==> src/rtl/pvr_dpram_streamer_pkg.sv <==
// rtl/pvr_dpram_streamer_pkg.sv - shared types and constants for the PVR scratch-RAM streamer
// Purpose: state enum, RAM geometry constants and the run-length type used by
//          pvr_dpram_streamer and its stream interface. No ports.
package pvr_pkg;

  localparam int PVR_RAM_AW = 6;
  localparam int PVR_RAM_DW = 32;
  localparam int PVR_LEN_W  = 7;

  typedef logic [PVR_LEN_W-1:0] pvr_len_t;

  typedef enum logic [1:0] {
    ST_IDLE,
    ST_RUN,
    ST_DRAIN,
    ST_DONE
  } streamer_state_e;

endpackage

==> src/rtl/pvr_dpram_streamer_if.sv <==
// rtl/pvr_dpram_streamer_if.sv - valid/ready output stream of the PVR scratch-RAM streamer
// Purpose: bundles the downstream word stream (tile/ISP feed).
// Signals: out_data (DW) / out_valid / out_last driven by the master,
//          out_ready driven by the slave; a beat transfers on valid & ready.
interface pvr_dpram_streamer_if
  import pvr_pkg::*;
#(
  parameter int DW = PVR_RAM_DW
);

  logic [DW-1:0] out_data;
  logic          out_valid;
  logic          out_ready;
  logic          out_last;

  modport master (output out_data, output out_valid, output out_last, input out_ready);
  modport slave  (input out_data, input out_valid, input out_last, output out_ready);

endinterface

==> src/rtl/pvr_fwft_fifo.sv <==
// rtl/pvr_fwft_fifo.sv - first-word-fall-through register FIFO with flush
// Purpose: small output buffer; head_o always shows the oldest entry.
// Ports: clk, reset_n (async, active-low); push_i/push_data_i write an entry;
//        pop_i removes the head; flush_i empties the FIFO (wins over push/pop);
//        head_o is the oldest entry, count_o the number of stored entries.
module pvr_fwft_fifo #(
  parameter int DW    = 32,
  parameter int DEPTH = 4,
  parameter int CW    = $clog2(DEPTH + 1)
) (
  input  logic          clk,
  input  logic          reset_n,
  input  logic          push_i,
  input  logic [DW-1:0] push_data_i,
  input  logic          pop_i,
  input  logic          flush_i,
  output logic [DW-1:0] head_o,
  output logic [CW-1:0] count_o
);

  localparam int IW = (DEPTH > 1) ? $clog2(DEPTH) : 1;

  logic [DW-1:0] mem_q [DEPTH];
  logic [IW-1:0] wr_q, rd_q;
  logic [CW-1:0] count_q;
  logic          do_push, do_pop;

  function automatic logic [IW-1:0] next_idx(input logic [IW-1:0] idx);
    return (idx == IW'(DEPTH - 1)) ? '0 : idx + IW'(1);
  endfunction

  assign do_pop  = pop_i && (count_q != '0);
  // A push into a full FIFO is only legal when the head leaves in the same cycle.
  assign do_push = push_i && ((count_q != CW'(DEPTH)) || do_pop);

  always_ff @(posedge clk or negedge reset_n) begin
    if (!reset_n) begin
      for (int i = 0; i < DEPTH; i++) mem_q[i] <= '0;
      wr_q    <= '0;
      rd_q    <= '0;
      count_q <= '0;
    end else if (flush_i) begin
      wr_q    <= '0;
      rd_q    <= '0;
      count_q <= '0;
    end else begin
      if (do_push) begin
        mem_q[wr_q] <= push_data_i;
        wr_q        <= next_idx(wr_q);
      end
      if (do_pop) rd_q <= next_idx(rd_q);
      case ({do_push, do_pop})
        2'b10:   count_q <= count_q + CW'(1);
        2'b01:   count_q <= count_q - CW'(1);
        default: count_q <= count_q;
      endcase
    end
  end

  assign head_o  = mem_q[rd_q];
  assign count_o = count_q;

endmodule

==> src/rtl/pvr_dpram_streamer.sv <==
// rtl/pvr_dpram_streamer.sv - read-side streamer for the 64x32 dual-port PVR scratch RAM
// Purpose: on start, reads len words from base (address wraps) and streams them out,
//          hiding the RAM's registered read latency behind a credit-checked FIFO.
// Ports: clk, reset_n (async, active-low); start/base/len/abort control;
//        busy/done status; ram_addr/ram_re/ram_q read port, ram_we/ram_data tied off;
//        out: valid/ready stream (master modport).
module pvr_dpram_streamer
  import pvr_pkg::*;
#(
  parameter int DW         = PVR_RAM_DW,
  parameter int AW         = PVR_RAM_AW,
  parameter int LW         = PVR_LEN_W,
  parameter int FIFO_DEPTH = 4
) (
  input  logic          clk,
  input  logic          reset_n,
  input  logic          start,
  input  logic [AW-1:0] base,
  input  logic [LW-1:0] len,
  input  logic          abort,
  output logic          busy,
  output logic          done,
  output logic [AW-1:0] ram_addr,
  output logic          ram_we,
  output logic [DW-1:0] ram_data,
  input  logic [DW-1:0] ram_q,
  output logic          ram_re,
  pvr_dpram_streamer_if.master out
);

  localparam int CW = $clog2(FIFO_DEPTH + 1);
  localparam logic [CW:0] DEPTH_L = (CW + 1)'(FIFO_DEPTH);

  streamer_state_e state_q;
  logic [AW-1:0]   rd_ptr_q;
  logic [LW-1:0]   issue_cnt_q;
  logic [LW-1:0]   beat_cnt_q;
  logic            q_valid_q;

  logic [CW-1:0]   fifo_count;
  logic [DW-1:0]   fifo_head;
  logic [CW:0]     occupancy;
  logic            issue, fire, abort_hit;

  assign abort_hit = abort && ((state_q == ST_RUN) || (state_q == ST_DRAIN));

  // Credit check: a word already read but not yet pushed (q_valid_q) still
  // owns a FIFO slot, so a new read is issued only if a slot is free for it too.
  assign occupancy = {1'b0, fifo_count} + {{CW{1'b0}}, q_valid_q};
  assign issue     = (state_q == ST_RUN) && (issue_cnt_q != '0) && (occupancy < DEPTH_L);

  assign out.out_valid = (fifo_count != '0);
  assign out.out_data  = fifo_head;
  assign out.out_last  = out.out_valid && (beat_cnt_q == LW'(1));
  assign fire          = out.out_valid && out.out_ready;

  pvr_fwft_fifo #(
    .DW    (DW),
    .DEPTH (FIFO_DEPTH),
    .CW    (CW)
  ) u_fifo (
    .clk         (clk),
    .reset_n     (reset_n),
    .push_i      (q_valid_q),
    .push_data_i (ram_q),
    .pop_i       (fire),
    .flush_i     (abort_hit),
    .head_o      (fifo_head),
    .count_o     (fifo_count)
  );

  always_ff @(posedge clk or negedge reset_n) begin
    if (!reset_n) begin
      state_q     <= ST_IDLE;
      rd_ptr_q    <= '0;
      issue_cnt_q <= '0;
      beat_cnt_q  <= '0;
      q_valid_q   <= 1'b0;
    end else begin
      // An abort drops the read that is still on its way out of the RAM.
      q_valid_q <= issue && !abort_hit;
      if (issue) begin
        rd_ptr_q    <= rd_ptr_q + AW'(1);
        issue_cnt_q <= issue_cnt_q - LW'(1);
      end
      if (fire) beat_cnt_q <= beat_cnt_q - LW'(1);

      case (state_q)
        ST_IDLE: begin
          if (start) begin
            rd_ptr_q    <= base;
            issue_cnt_q <= len;
            beat_cnt_q  <= len;
            state_q     <= (len != '0) ? ST_RUN : ST_DONE;
          end
        end
        ST_RUN: begin
          if (abort) state_q <= ST_DONE;
          else if (issue_cnt_q == '0) state_q <= ST_DRAIN;
        end
        ST_DRAIN: begin
          if (abort) state_q <= ST_DONE;
          else if (fire && (beat_cnt_q == LW'(1))) state_q <= ST_DONE;
        end
        default: state_q <= ST_IDLE;
      endcase
    end
  end

  assign busy     = (state_q == ST_RUN) || (state_q == ST_DRAIN);
  assign done     = (state_q == ST_DONE);
  assign ram_addr = rd_ptr_q;
  assign ram_re   = issue;
  assign ram_we   = 1'b0;
  assign ram_data = '0;

endmodule
==> src/flat_wrapper.sv <==
// flat-port wrapper written by rule: the top's interface ports become plain ports
module pvr_dpram_streamer_flat import pvr_pkg::*;
#(
  parameter int DW         = PVR_RAM_DW,
  parameter int AW         = PVR_RAM_AW,
  parameter int LW         = PVR_LEN_W,
  parameter int FIFO_DEPTH = 4
)
  (clk, reset_n, start, base, len, abort, busy, done, ram_addr, ram_we, ram_data, ram_q, ram_re, out_out_data, out_out_valid, out_out_last, out_out_ready);
  pvr_dpram_streamer_if #(.DW(DW)) out_i ();
  input  logic clk;
  input  logic reset_n;
  input  logic start;
  input  logic [AW-1:0] base;
  input  logic [LW-1:0] len;
  input  logic abort;
  output logic busy;
  output logic done;
  output logic [AW-1:0] ram_addr;
  output logic ram_we;
  output logic [DW-1:0] ram_data;
  input  logic [DW-1:0] ram_q;
  output logic ram_re;
  output wire logic [$bits(out_i.out_data)-1:0] out_out_data;
  output wire logic [$bits(out_i.out_valid)-1:0] out_out_valid;
  output wire logic [$bits(out_i.out_last)-1:0] out_out_last;
  input wire logic [$bits(out_i.out_ready)-1:0] out_out_ready;
  assign out_out_data = out_i.out_data;
  assign out_out_valid = out_i.out_valid;
  assign out_out_last = out_i.out_last;
  assign out_i.out_ready = out_out_ready;
  pvr_dpram_streamer #(.DW(DW), .AW(AW), .LW(LW), .FIFO_DEPTH(FIFO_DEPTH)) u_core (.clk(clk), .reset_n(reset_n), .start(start), .base(base), .len(len), .abort(abort), .busy(busy), .done(done), .ram_addr(ram_addr), .ram_we(ram_we), .ram_data(ram_data), .ram_q(ram_q), .ram_re(ram_re), .out(out_i));
endmodule
==> config.mk <==
export PLATFORM = sky130hd
export DESIGN_NAME = pvr_dpram_streamer_flat
export DESIGN_NICKNAME = d
export VERILOG_FILES = /design/src/rtl/pvr_dpram_streamer_pkg.sv /design/src/rtl/pvr_dpram_streamer_if.sv /design/src/rtl/pvr_fwft_fifo.sv /design/src/rtl/pvr_dpram_streamer.sv /design/src/flat_wrapper.sv
export SDC_FILE = /design/constraint.sdc
export NUM_CORES = 1
export LEC_CHECK = 0
export BUFFER_PORTS_ARGS = -buffer_cell sky130_fd_sc_hd__buf_2
export CORE_MARGIN = 1
export CORE_UTILIZATION = 60
export CTS_CLUSTER_SIZE = 30
export DETAILED_ROUTE_END_ITERATION = 8
export PLACE_DENSITY = 0.84
export RECOVER_POWER = 50
export SETUP_SLACK_MARGIN = 0.15
export SLEW_MARGIN = 10
export SYNTH_ARGS = -nofsm -noshare
export SYNTH_HDL_FRONTEND = slang
export SYNTH_SLANG_ARGS = --single-unit
==> constraint.sdc <==
create_clock -name clk -period 4.2 [get_ports clk]
set_clock_uncertainty 0.1 [all_clocks]
set_input_delay 0.84 -clock clk [delete_from_list [all_inputs] [get_ports clk]]
set_output_delay 0.84 -clock clk [all_outputs]
set_load 0.005 [all_outputs]
==> results.txt <==
Full die area - 13100 µm²
Ys async rst share - 1.00
Status - finished clean
Synth Instances - 545
Hold_buf cts - 0
Layout cell share with drive strength beyond 1 - 0.455
Core Util, Final - 0.712
Most frequent cells in the layout - dfrtp_1, mux2_2, buf_2, conb_1, mux4_2
Vias in the first global route - 5056
HP Class - reg -> reg
Core ar. - 12200 µm²
Port bufs - 92
Final period util - 0.752
First-pass GRT wire length - 24.9 mm
Clock buffer depth - 2
Synthesized area per cell - 14.0 µm²
Unrepaired setup endpoints after global routing - no
Pwr Total - 6.87 mW
Final ANT Viol Nets - 0
Routability cong. - 0.772
Drt first pass iters - 4
# fillers - 828
Maxcap violations - 0
Worst path cell trace - buf_4, mux4_2, buf_2
Post-CTS setup buffer count - 0
Synth-to-Final Area Change - 13.9%
Post_cts resized - 0
Sequential share of the synthesized area - 0.520
Worst-path maximum fanout - 18
Syn. warnings - 0
Pwr per Cell Area - 793 nW/µm²
NumNets Final - 699
Crit end category - output pin
Largest net degree at the start of global routing - 118
WL final - 15.4 mm
Clk slew on worst S/H paths - 0.06 ns
Final Instance Area - 8660 µm²
Final global-route overflow total - 0
CTS Sinks - 158
R2R Setup Slk - 1.31 ns
Synth Register Bits - 158
Critical Path AT - 2.22 ns
Mapped Area - 7610 µm²
Yosys cell types - 44
Setup TNS Final - 0 ns
Ports - 126
Root Driver - clkbuf_16
Actual slew at the worst max-slew pin - 1.21 ns
Endpoints failing setup - 0
Placed cell areas - 8080 µm²
Hpwl dp - 10.0 mm
Commonest non-fill, non-tap cell in the layout - dfrtp_1
Post-route DRC - 0
Slew Viols, Final - 0
Setup Crit Path Kind - reg -> out
Crit. Startpoint - u_core.u_fifo.rd_q[0]$_DFFE_PN0P_
CTS tree - yes
Routed vias - 4723
WL per Instance - 18.9 µm
Inserted Clock Buffers - 17
Family with the most delay on the worst path - flip-flops
Req. time, crit path - 3.26 ns
Drt via density - 5.80
Pleak - 4.03 nW
Hold_sp - u_core.u_fifo.mem_q[12]$_DFFE_PN0P_
Worst path max stage delay - 0.72 ns
Row Count - 40
EDFF count, synth - 0
Overall Global Routing Usage - 0.255
Initial Util - 0.625
Worst reg2reg startpoint - u_core.issue_cnt_q[3]$_DFF_PN0_
Initial antenna violation count - 1
FMAX - 316 MHz
Die X - 115 µm
Iter 0 DRT Violations - 305
Clk_lat worst skew - 0.43 ns
Die Y - 115 µm
H-tree levels - 4
Max VDD drop - 0.438 mV
Crit path launch type - flip-flop
CP bufs+invs - 2
Slowest library cell on the worst path - dfrtp_2
Slew margin rel. - 0.191
Period minus WS final - 3.16 ns
Final hold viol count - 0
Ys flop type - dfrtp_1
[report_power, final]
part           switching, mW  total, mW  internal (mW)
Clock                  0.571       1.54          0.969
Sequential             0.508       2.76           2.25
Combinational           1.11       2.57           1.47
Total                   2.18       6.87           4.69
[layout make-up]
type | count | area (µm²) | area share
Antenna cell | 1 | 2.50 | 0.000289
Timing Repair Buffer | 98 | 500 | 0.0578
Clock inverter | 5 | 77.6 | 0.00895
Tap cell | 168 | 210 | 0.0243
Clock buffer | 27 | 523 | 0.0604
Sequential cell | 158 | 3960 | 0.456
Inverter | 13 | 48.8 | 0.00563
Multi-Input combinational cell | 345 | 3350 | 0.386
[worst register-to-register path, stage by stage, from the launching register on]
cell and delay (ns):
dfrtp_1 0.41, or4_1 0.57, o21ai_0 0.31, clkbuf_1 0.67, o221a_2 0.37, mux2_2 0.33
[metal layers]
layer | GRT usage | vias to the layer above | part of all wire
li1 | - | 2122 | -
met1 | 0.317 | 2419 | 0.41
met2 | 0.433 | 158 | 0.52
met3 | 0.0603 | 24 | 0.052
met4 | 0.101 | 0 | 0.017
met5 | 0 | - | 0
[cell families (layout without fill, tap and decap cells)]
logic type / after synthesis / count (layout) / synth area share
simple gates: 76 / 76 / 0.0541
flops: 158 / 158 / 0.520
mux: 164 / 164 / 0.290
other cells: 1 / 34 / 0.000493
compound gates: 48 / 48 / 0.0429
buf+inv: 74 / 143 / 0.0563
fa+ha+maj: 16 / 16 / 0.0273
xor+xnor: 8 / 8 / 0.00921
[synth_stat cells, types with 2 or more instances]
| cell type | number | share of area |
|---|---|---|
| nand2b_1 | 3 | 0.0025 |
| nor4_1 | 3 | 0.0025 |
| xnor2_1 | 6 | 0.0069 |
| inv_1 | 13 | 0.0064 |
| buf_4 | 35 | 0.035 |
| a31oi_1 | 11 | 0.0090 |
| and3_1 | 2 | 0.0016 |
| mux4_2 | 32 | 0.095 |
| a21oi_1 | 14 | 0.0092 |
| clkbuf_1 | 10 | 0.0049 |
| nand4_1 | 3 | 0.0025 |
| dfrtp_1 | 158 | 0.52 |
| ha_1 | 15 | 0.025 |
| o21ai_0 | 5 | 0.0033 |
| buf_2 | 15 | 0.0099 |
| xor2_1 | 2 | 0.0023 |
| nor2_1 | 21 | 0.010 |
| nor4b_1 | 2 | 0.0023 |
| or4_1 | 7 | 0.0069 |
| nand3_1 | 7 | 0.0046 |
| mux2i_1 | 2 | 0.0026 |
| o311ai_0 | 2 | 0.0023 |
| mux2_2 | 130 | 0.19 |
| nor3_1 | 4 | 0.0026 |
| nand2_1 | 11 | 0.0054 |
| o31ai_1 | 8 | 0.0079 |
| and2_1 | 2 | 0.0016 |
| or3_1 | 6 | 0.0049 |
[through the flow]
stage | instances | worst slack, ns | hold slack [ns]
4_1_cts | 814 | 0.963 | 0.401
6_report | 815 | 1.04 | 0.398
3_3_place_gp | 782 | 1.26 | 0.381
3_5_place_dp | 782 | 1.19 | 0.387
2_1_floorplan | 577 | 1.75 | 0.374
5_1_grt | 815 | 0.861 | 0.411
[final timing paths]
check	end	cells after the start
worst min register to register	u_core.u_fifo.mem_q[12]$_DFFE_PN0P_	1
worst max-delay path	out_out_data[26]	3
worst min-delay path	u_core.u_fifo.mem_q[12]$_DFFE_PN0P_	1
max in group asynchronous	u_core.u_fifo.mem_q[14]$_DFFE_PN0P_	2
worst max register to register	u_core.state_q[0]$_DFFE_PN0P_	5
min in group asynchronous	u_core.u_fifo.mem_q[123]$_DFFE_PN0P_	1
[flip-flops by register name, indices dropped and copies added (netlist names)]
name                   count
u_core.beat_cnt_q          7
u_core.u_fifo.wr_q         2
u_core.state_q             2
u_core.u_fifo.count_o      3
u_core.q_valid_q           1
u_core.ram_addr            6
u_core.issue_cnt_q         7
u_core.u_fifo.mem_q      128
u_core.u_fifo.rd_q         2
(Power assumes the default switching activity.)
